==> src/rtl/ram_arbiter.sv <==
// Round-robin arbiter sharing one RAM port among NREQ requesters, with single/two-word transfers.
// Optional build macro RAM_ARB_WRITE_PRIO_EN: pending writes win arbitration over pending reads.
module ram_arbiter #(
  parameter int NREQ = 4,
  parameter int AW   = 32,
  parameter int DW   = 32
) (
  input  logic                CLK,
  input  logic                RST,
  input  logic [NREQ-1:0]     req_ren,
  input  logic [NREQ-1:0]     req_wen,
  input  logic [NREQ-1:0]     req_burst,
  input  logic [NREQ*AW-1:0]  req_addr,
  input  logic [NREQ*DW-1:0]  req_store,
  output logic [NREQ-1:0]     req_wait,
  output logic [NREQ*DW-1:0]  req_load,
  input  logic [1:0]          ramstate,
  input  logic [DW-1:0]       ramload,
  output logic [AW-1:0]       ramaddr,
  output logic [DW-1:0]       ramstore,
  output logic                ramREN,
  output logic                ramWEN,
  output logic                grant_valid,
  output logic [$clog2(NREQ)-1:0] grant_id
);

  localparam int IDW = $clog2(NREQ);

  typedef enum logic [1:0] {FREE = 2'd0, BUSY = 2'd1, ACCESS = 2'd2, ERROR = 2'd3} ramstate_t;
  typedef enum logic [1:0] {S_IDLE, S_XFER0, S_XFER1} state_t;

  state_t         state_q, state_d;
  logic [IDW-1:0] rr_ptr_q, rr_ptr_d;
  logic [IDW-1:0] grant_id_q, grant_id_d;
  logic           is_write_q, is_write_d;
  logic           grant_valid_q;

  logic [NREQ-1:0] pend, cand;
  logic            found;
  logic [IDW-1:0]  pick;
  logic [IDW-1:0]  next_ptr;
  logic            in_xfer, g_live, g_burst, word_done;
  logic [AW-1:0]   g_addr;
  logic [DW-1:0]   g_store;

  // Live view of the granted requester; the RAM side follows it combinationally.
  assign in_xfer   = (state_q != S_IDLE);
  assign g_live    = req_ren[grant_id_q] | req_wen[grant_id_q];
  assign g_burst   = req_burst[grant_id_q];
  assign g_addr    = req_addr[int'(grant_id_q)*AW +: AW];
  assign g_store   = req_store[int'(grant_id_q)*DW +: DW];
  assign word_done = in_xfer & g_live & (ramstate_t'(ramstate) == ACCESS);
  assign next_ptr  = IDW'((int'(grant_id_q) + 1) % NREQ);

  assign ramREN   = in_xfer & g_live & ~is_write_q;
  assign ramWEN   = in_xfer & g_live & is_write_q;
  assign ramaddr  = in_xfer ? (g_addr + ((state_q == S_XFER1) ? AW'(4) : AW'(0))) : '0;
  assign ramstore = ramWEN ? g_store : '0;

  assign grant_valid = grant_valid_q;
  assign grant_id    = grant_id_q;

  generate
    for (genvar gi = 0; gi < NREQ; gi++) begin : g_req
      logic sel;
      assign sel = in_xfer && (int'(grant_id_q) == gi);
      assign req_wait[gi] = ~(sel & word_done);
      assign req_load[gi*DW +: DW] = (sel & ramREN) ? ramload : '0;
    end
  endgenerate

  // Round-robin scan: first candidate at or after rr_ptr, wrapping.
  always_comb begin
    pend  = req_ren | req_wen;
`ifdef RAM_ARB_WRITE_PRIO_EN
    cand  = (|req_wen) ? req_wen : pend;
`else
    cand  = pend;
`endif
    found = 1'b0;
    pick  = '0;
    for (int k = 0; k < NREQ; k++) begin
      if (!found && cand[(int'(rr_ptr_q) + k) % NREQ]) begin
        found = 1'b1;
        pick  = IDW'((int'(rr_ptr_q) + k) % NREQ);
      end
    end
  end

  always_comb begin
    state_d    = state_q;
    rr_ptr_d   = rr_ptr_q;
    grant_id_d = grant_id_q;
    is_write_d = is_write_q;
    case (state_q)
      S_IDLE: begin
        if (found) begin
          grant_id_d = pick;
          is_write_d = req_wen[pick];
          state_d    = S_XFER0;
        end
      end
      S_XFER0: begin
        if (!g_live || (word_done && !g_burst)) begin
          state_d  = S_IDLE;
          rr_ptr_d = next_ptr;
        end else if (word_done) begin
          state_d = S_XFER1;
        end
      end
      S_XFER1: begin
        if (!g_live || word_done) begin
          state_d  = S_IDLE;
          rr_ptr_d = next_ptr;
        end
      end
      default: state_d = S_IDLE;
    endcase
  end

  always_ff @(posedge CLK) begin
    if (RST) begin
      state_q       <= S_IDLE;
      rr_ptr_q      <= '0;
      grant_id_q    <= '0;
      is_write_q    <= 1'b0;
      grant_valid_q <= 1'b0;
    end else begin
      state_q       <= state_d;
      rr_ptr_q      <= rr_ptr_d;
      grant_id_q    <= grant_id_d;
      is_write_q    <= is_write_d;
      grant_valid_q <= (state_d != S_IDLE);
    end
  end

endmodule

==> config.mk <==
export PLATFORM = sky130hd
export DESIGN_NAME = ram_arbiter
export DESIGN_NICKNAME = d
export VERILOG_FILES = /design/src/rtl/ram_arbiter.sv
export SDC_FILE = /design/constraint.sdc
export NUM_CORES = 1
export LEC_CHECK = 0
export BUFFER_PORTS_ARGS = -buffer_cell sky130_fd_sc_hd__buf_2
export CAP_MARGIN = 20
export CORE_AREA = 2 2 194 196
export DETAILED_ROUTE_END_ITERATION = 12
export DIE_AREA = 0 0 196 198
export SKIP_CTS_REPAIR_TIMING = 1
export SYNTH_ARGS = -nofsm -noshare
export SYNTH_HDL_FRONTEND = slang
export SYNTH_SLANG_ARGS = --single-unit
==> constraint.sdc <==
create_clock -name CLK -period 5.4 [get_ports CLK]
set_clock_uncertainty 0.2 [all_clocks]
set_input_delay 1.08 -clock CLK [delete_from_list [all_inputs] [get_ports CLK]]
set_output_delay 1.08 -clock CLK [all_outputs]
set_load 0.01 [all_outputs]
==> impl_metrics.prom <==
# TYPE chip_impl_metric gauge
chip_impl_metric{name="synthToLayoutAreaGrowth",unit="%"} 72.6
chip_impl_metric{name="max_clock_freq",unit="MHz"} 217
chip_impl_metric{name="synth_enable_flop_cells",unit=""} 0
chip_impl_metric{name="layout.filler_cells",unit=""} 4173
chip_impl_metric{name="timing.final.crit_share",unit="%"} 85.3
chip_impl_metric{name="synth_fp_nets",unit=""} 800
chip_impl_metric{name="numCtsBuffers",unit=""} 3
chip_impl_metric{name="synth_async_sr_flop_share",unit="%"} 0
chip_impl_metric{name="initialDrtViolationCount",unit=""} 604
chip_impl_info{name="timing.critical_path.from_type",value="input pin"} 1
chip_impl_info{name="run_status",value="completed"} 1
chip_impl_metric{name="ys_types",unit=""} 45
chip_impl_metric{name="cts_max_level",unit=""} 1
chip_impl_metric{name="globalplace.congestion",unit=""} 0.888
chip_impl_metric{name="cts_buffer_depth",unit=""} 2
chip_impl_metric{name="vdd_drop_max",unit="uV"} 76.0
chip_impl_metric{name="cts.reportedPaths.clkPinSlew",unit="ns"} 0.04
chip_impl_info{name="timing.setup.critical_path_class",value="in2out"} 1
chip_impl_metric{name="initial_utilization",unit="%"} 11.4
chip_impl_metric{name="die_area",unit="um^2"} 38800
chip_impl_metric{name="grt_use_total",unit="%"} 11.1
chip_impl_metric{name="yosysSeqAreaShare",unit="%"} 3.82
chip_impl_metric{name="setup-violations-final",unit=""} 0
chip_impl_metric{name="power.density_cell_area",unit="nW/um^2"} 105
chip_impl_metric{name="preCtsSetupSlack",unit="ns"} 0.812
chip_impl_info{name="unrepaired_setup_endpoints_after_global_routing",value="false"} 1
chip_impl_metric{name="remaining_drc_errors",unit=""} 0
chip_impl_metric{name="post_route_cells_drive_above_1_share",unit="%"} 62.4
chip_impl_metric{name="globalRouteOverflowTotal",unit=""} 0
chip_impl_metric{name="postLayoutSetupSlackWorst",unit="ns"} 0.795
chip_impl_metric{name="final.min_clock_period",unit="ns"} 4.61
chip_impl_info{name="cp-startpoint",value="req_addr[98]"} 1
chip_impl_metric{name="finalSetupTns",unit="ns"} 0
chip_impl_info{name="clock_tree_from_tritoncts",value="done"} 1
chip_impl_metric{name="drt-vias-per-instance",unit=""} 4.37
chip_impl_metric{name="final_antenna_net_count",unit=""} 0
chip_impl_metric{name="regArea",unit="um^2"} 168
chip_impl_info{name="hold_start",value="rr_ptr_q[1]$_SDFFE_PP0P_"} 1
chip_impl_metric{name="grt_pass1_wl",unit="mm"} 33.5
chip_impl_metric{name="drtPass1Iterations",unit=""} 5
chip_impl_metric{name="worstSkewPairLatency",unit="ns"} 0.23
chip_impl_metric{name="placement.cell_area",unit="um^2"} 7130
chip_impl_metric{name="synth_area_per_cell",unit="um^2"} 8.63
chip_impl_metric{name="worst-slew-pin-transition",unit="ns"} 1.05
chip_impl_metric{name="grt_antenna_before_repair",unit=""} 1
chip_impl_metric{name="worst-path-max-fanout",unit=""} 10
chip_impl_metric{name="clock_tree_sinks",unit=""} 8
chip_impl_metric{name="first_global_vias",unit=""} 5617
chip_impl_metric{name="boundaryPins",unit=""} 505
chip_impl_info{name="worst_setup_path_end_kind",value="output port"} 1
chip_impl_metric{name="grt_start_max_net_pins",unit=""} 130
chip_impl_metric{name="drt_wl_total",unit="mm"} 24.3
chip_impl_metric{name="nets",unit=""} 1262
chip_impl_metric{name="post_synth_inst_count",unit=""} 486
chip_impl_metric{name="rows",unit=""} 71
chip_impl_metric{name="dp_hpwl",unit="mm"} 20.6
chip_impl_metric{name="finalHoldWorstSlack",unit="ns"} 0.376
chip_impl_metric{name="drv_slew",unit=""} 0
chip_impl_metric{name="power.static_leakage",unit="nW"} 4.13
chip_impl_metric{name="drv_cap",unit=""} 0
chip_impl_metric{name="final_design_area_no_fill",unit="um^2"} 7240
chip_impl_metric{name="multiInputGateArea",unit="um^2"} 3720
chip_impl_info{name="ys_dominant_reg_cell",value="dfxtp_1"} 1
chip_impl_metric{name="post_drt_wl_per_cell",unit="um"} 17.1
chip_impl_info{name="min-delay-path-class",value="reg2reg"} 1
chip_impl_metric{name="floorplan.die.height",unit="um"} 198
chip_impl_metric{name="buffer_ports.inserted",unit=""} 504
chip_impl_metric{name="cell_area_after_technology_mapping",unit="um^2"} 4200
chip_impl_metric{name="max-slew-margin-rel",unit="%"} 30.2
chip_impl_metric{name="post-place-cells",unit=""} 1416
chip_impl_metric{name="vias",unit=""} 6221
chip_impl_metric{name="final_hold_viol_count",unit=""} 0
chip_impl_info{name="reg2reg_from",value="grant_id[1]$_SDFFE_PP0P_"} 1
chip_impl_metric{name="worst-endpoint-required",unit="ns"} 4.12
chip_impl_metric{name="final-instance-count-excl-fill",unit=""} 1423
chip_impl_metric{name="wp_data_arrival",unit="ns"} 3.33
chip_impl_metric{name="dieWidth",unit="um"} 196
chip_impl_metric{name="register_bit_count_reported_by_yosys",unit=""} 8
chip_impl_info{name="ctsRootBufferMaster",value="clkbuf_16"} 1
chip_impl_metric{name="fp.coreArea",unit="um^2"} 37000
chip_impl_metric{name="synthesis.yosys.warnings",unit=""} 0
-- metrics by stage --
stage               utilization (%)  total power, W
global placement               19.3        0.000619
global route                   19.6        0.000815
floorplan                         -        0.000383
finish                         19.6        0.000761
CTS                            19.5        0.000759
detailed placement             19.3        0.000627
-- layout by cell type, fill, tap and decap left out, types with 4 or more instances in the layout --
master / count
nand3_1: 7
o31ai_1: 11
nor4_1: 4
ha_1: 10
mux4_2: 60
xor2_1: 4
nor3_1: 7
or4_1: 12
a21oi_1: 15
buf_2: 504
mux2i_1: 7
o21ai_0: 5
and3_1: 160
buf_4: 7
nor2_1: 25
o221ai_1: 4
dfxtp_1: 6
inv_1: 9
or3_1: 7
xnor2_1: 9
and2_1: 4
or2_2: 6
mux4_1: 6
nand2_1: 20
nand4_1: 6
-- power breakdown --
| part | internal [W] | total, W | switching, W |
|---|---|---|---|
| registers | 0.0000639 | 0.0000788 | 0.0000149 |
| clock network | 0.0000985 | 0.000129 | 0.0000306 |
| logic | 0.000269 | 0.000553 | 0.000284 |
| total | 0.000431 | 0.000761 | 0.000329 |
-- worst paths after layout --
check	to	slack, ns	depth (start not counted)
worst max-delay path	ramaddr[22]	0.79	9
worst max register to register	grant_valid$_SDFF_PP0_	2.42	5
worst min register to register	rr_ptr_q[1]$_SDFFE_PP0P_	0.38	2
worst min-delay path	rr_ptr_q[1]$_SDFFE_PP0P_	0.38	2
-- flip-flops by register name (all words and copies together) (netlist names) --
name / flops
rr_ptr_q: 2
grant_valid: 1
state_q: 2
is_write_q: 1
grant_id: 2
-- Yosys cell counts (2+ instances only) --
library cell / instances / area, um^2
and3_1: 160 / 1000
mux4_2: 60 / 1350
clkbuf_1: 40 / 150
nor2_1: 26 / 97.6
nand2_1: 20 / 75.1
a21oi_1: 15 / 75.1
or4_1: 12 / 90.1
o31ai_1: 11 / 82.6
ha_1: 10 / 125
buf_2: 9 / 45.0
inv_1: 9 / 33.8
xnor2_1: 9 / 78.8
dfxtp_1: 8 / 160
nor3_1: 8 / 40.0
mux2i_1: 7 / 70.1
nand3_1: 7 / 35.0
or3_1: 7 / 43.8
mux4_1: 6 / 158
nand4_1: 6 / 37.5
or2_2: 6 / 37.5
o21ai_0: 5 / 25.0
and2_1: 4 / 25.0
buf_6: 4 / 45.0
nor4_1: 4 / 25.0
o221ai_1: 4 / 35.0
xor2_1: 4 / 35.0
nand2b_1: 3 / 18.8
and4_1: 2 / 17.5
nand3_2: 2 / 20.0
nand3b_1: 2 / 15.0
nor2b_1: 2 / 12.5
-- metal layers --
| layer | GRT usage [%] | vias to the layer above | wire [um] |
|---|---|---|---|
| li1 | - | 2857 | - |
| met1 | 14.7 | 2993 | 9980 |
| met2 | 19.1 | 342 | 12000 |
| met3 | 1.91 | 29 | 1980 |
| met4 | 1.85 | 0 | 297 |
| met5 | 0 | - | 0 |
-- layout make-up --
type	instances	share of cell area, %
antenna	2	0.0691
tap	474	8.19
inverter	10	0.518
multi-input combinational	411	51.3
clock buffer	4	1.09
timing repair buffer	514	36.5
sequential	8	2.31
-- cells by family after synthesis --
logic type,count (synthesis),synth area share [%]
AND/OR/NAND/NOR,274,38.7
multiplexers,73,37.6
buffers and inverters,67,7.72
AO/OA/AOI/OAI,41,6.44
XOR/XNOR,13,2.71
adder cells (fa/ha/maj),10,2.98
flip-flops,8,3.82
-- worst max-delay path, cell delays in order --
cell	delay, ns
buf_2	0.07
mux4_2	0.23
ha_1	0.23
ha_1	0.29
nand2_1	0.18
or3_1	0.48
or4_1	0.44
a21oi_1	0.15
buf_2	0.15
(Power assumes the default switching activity.)
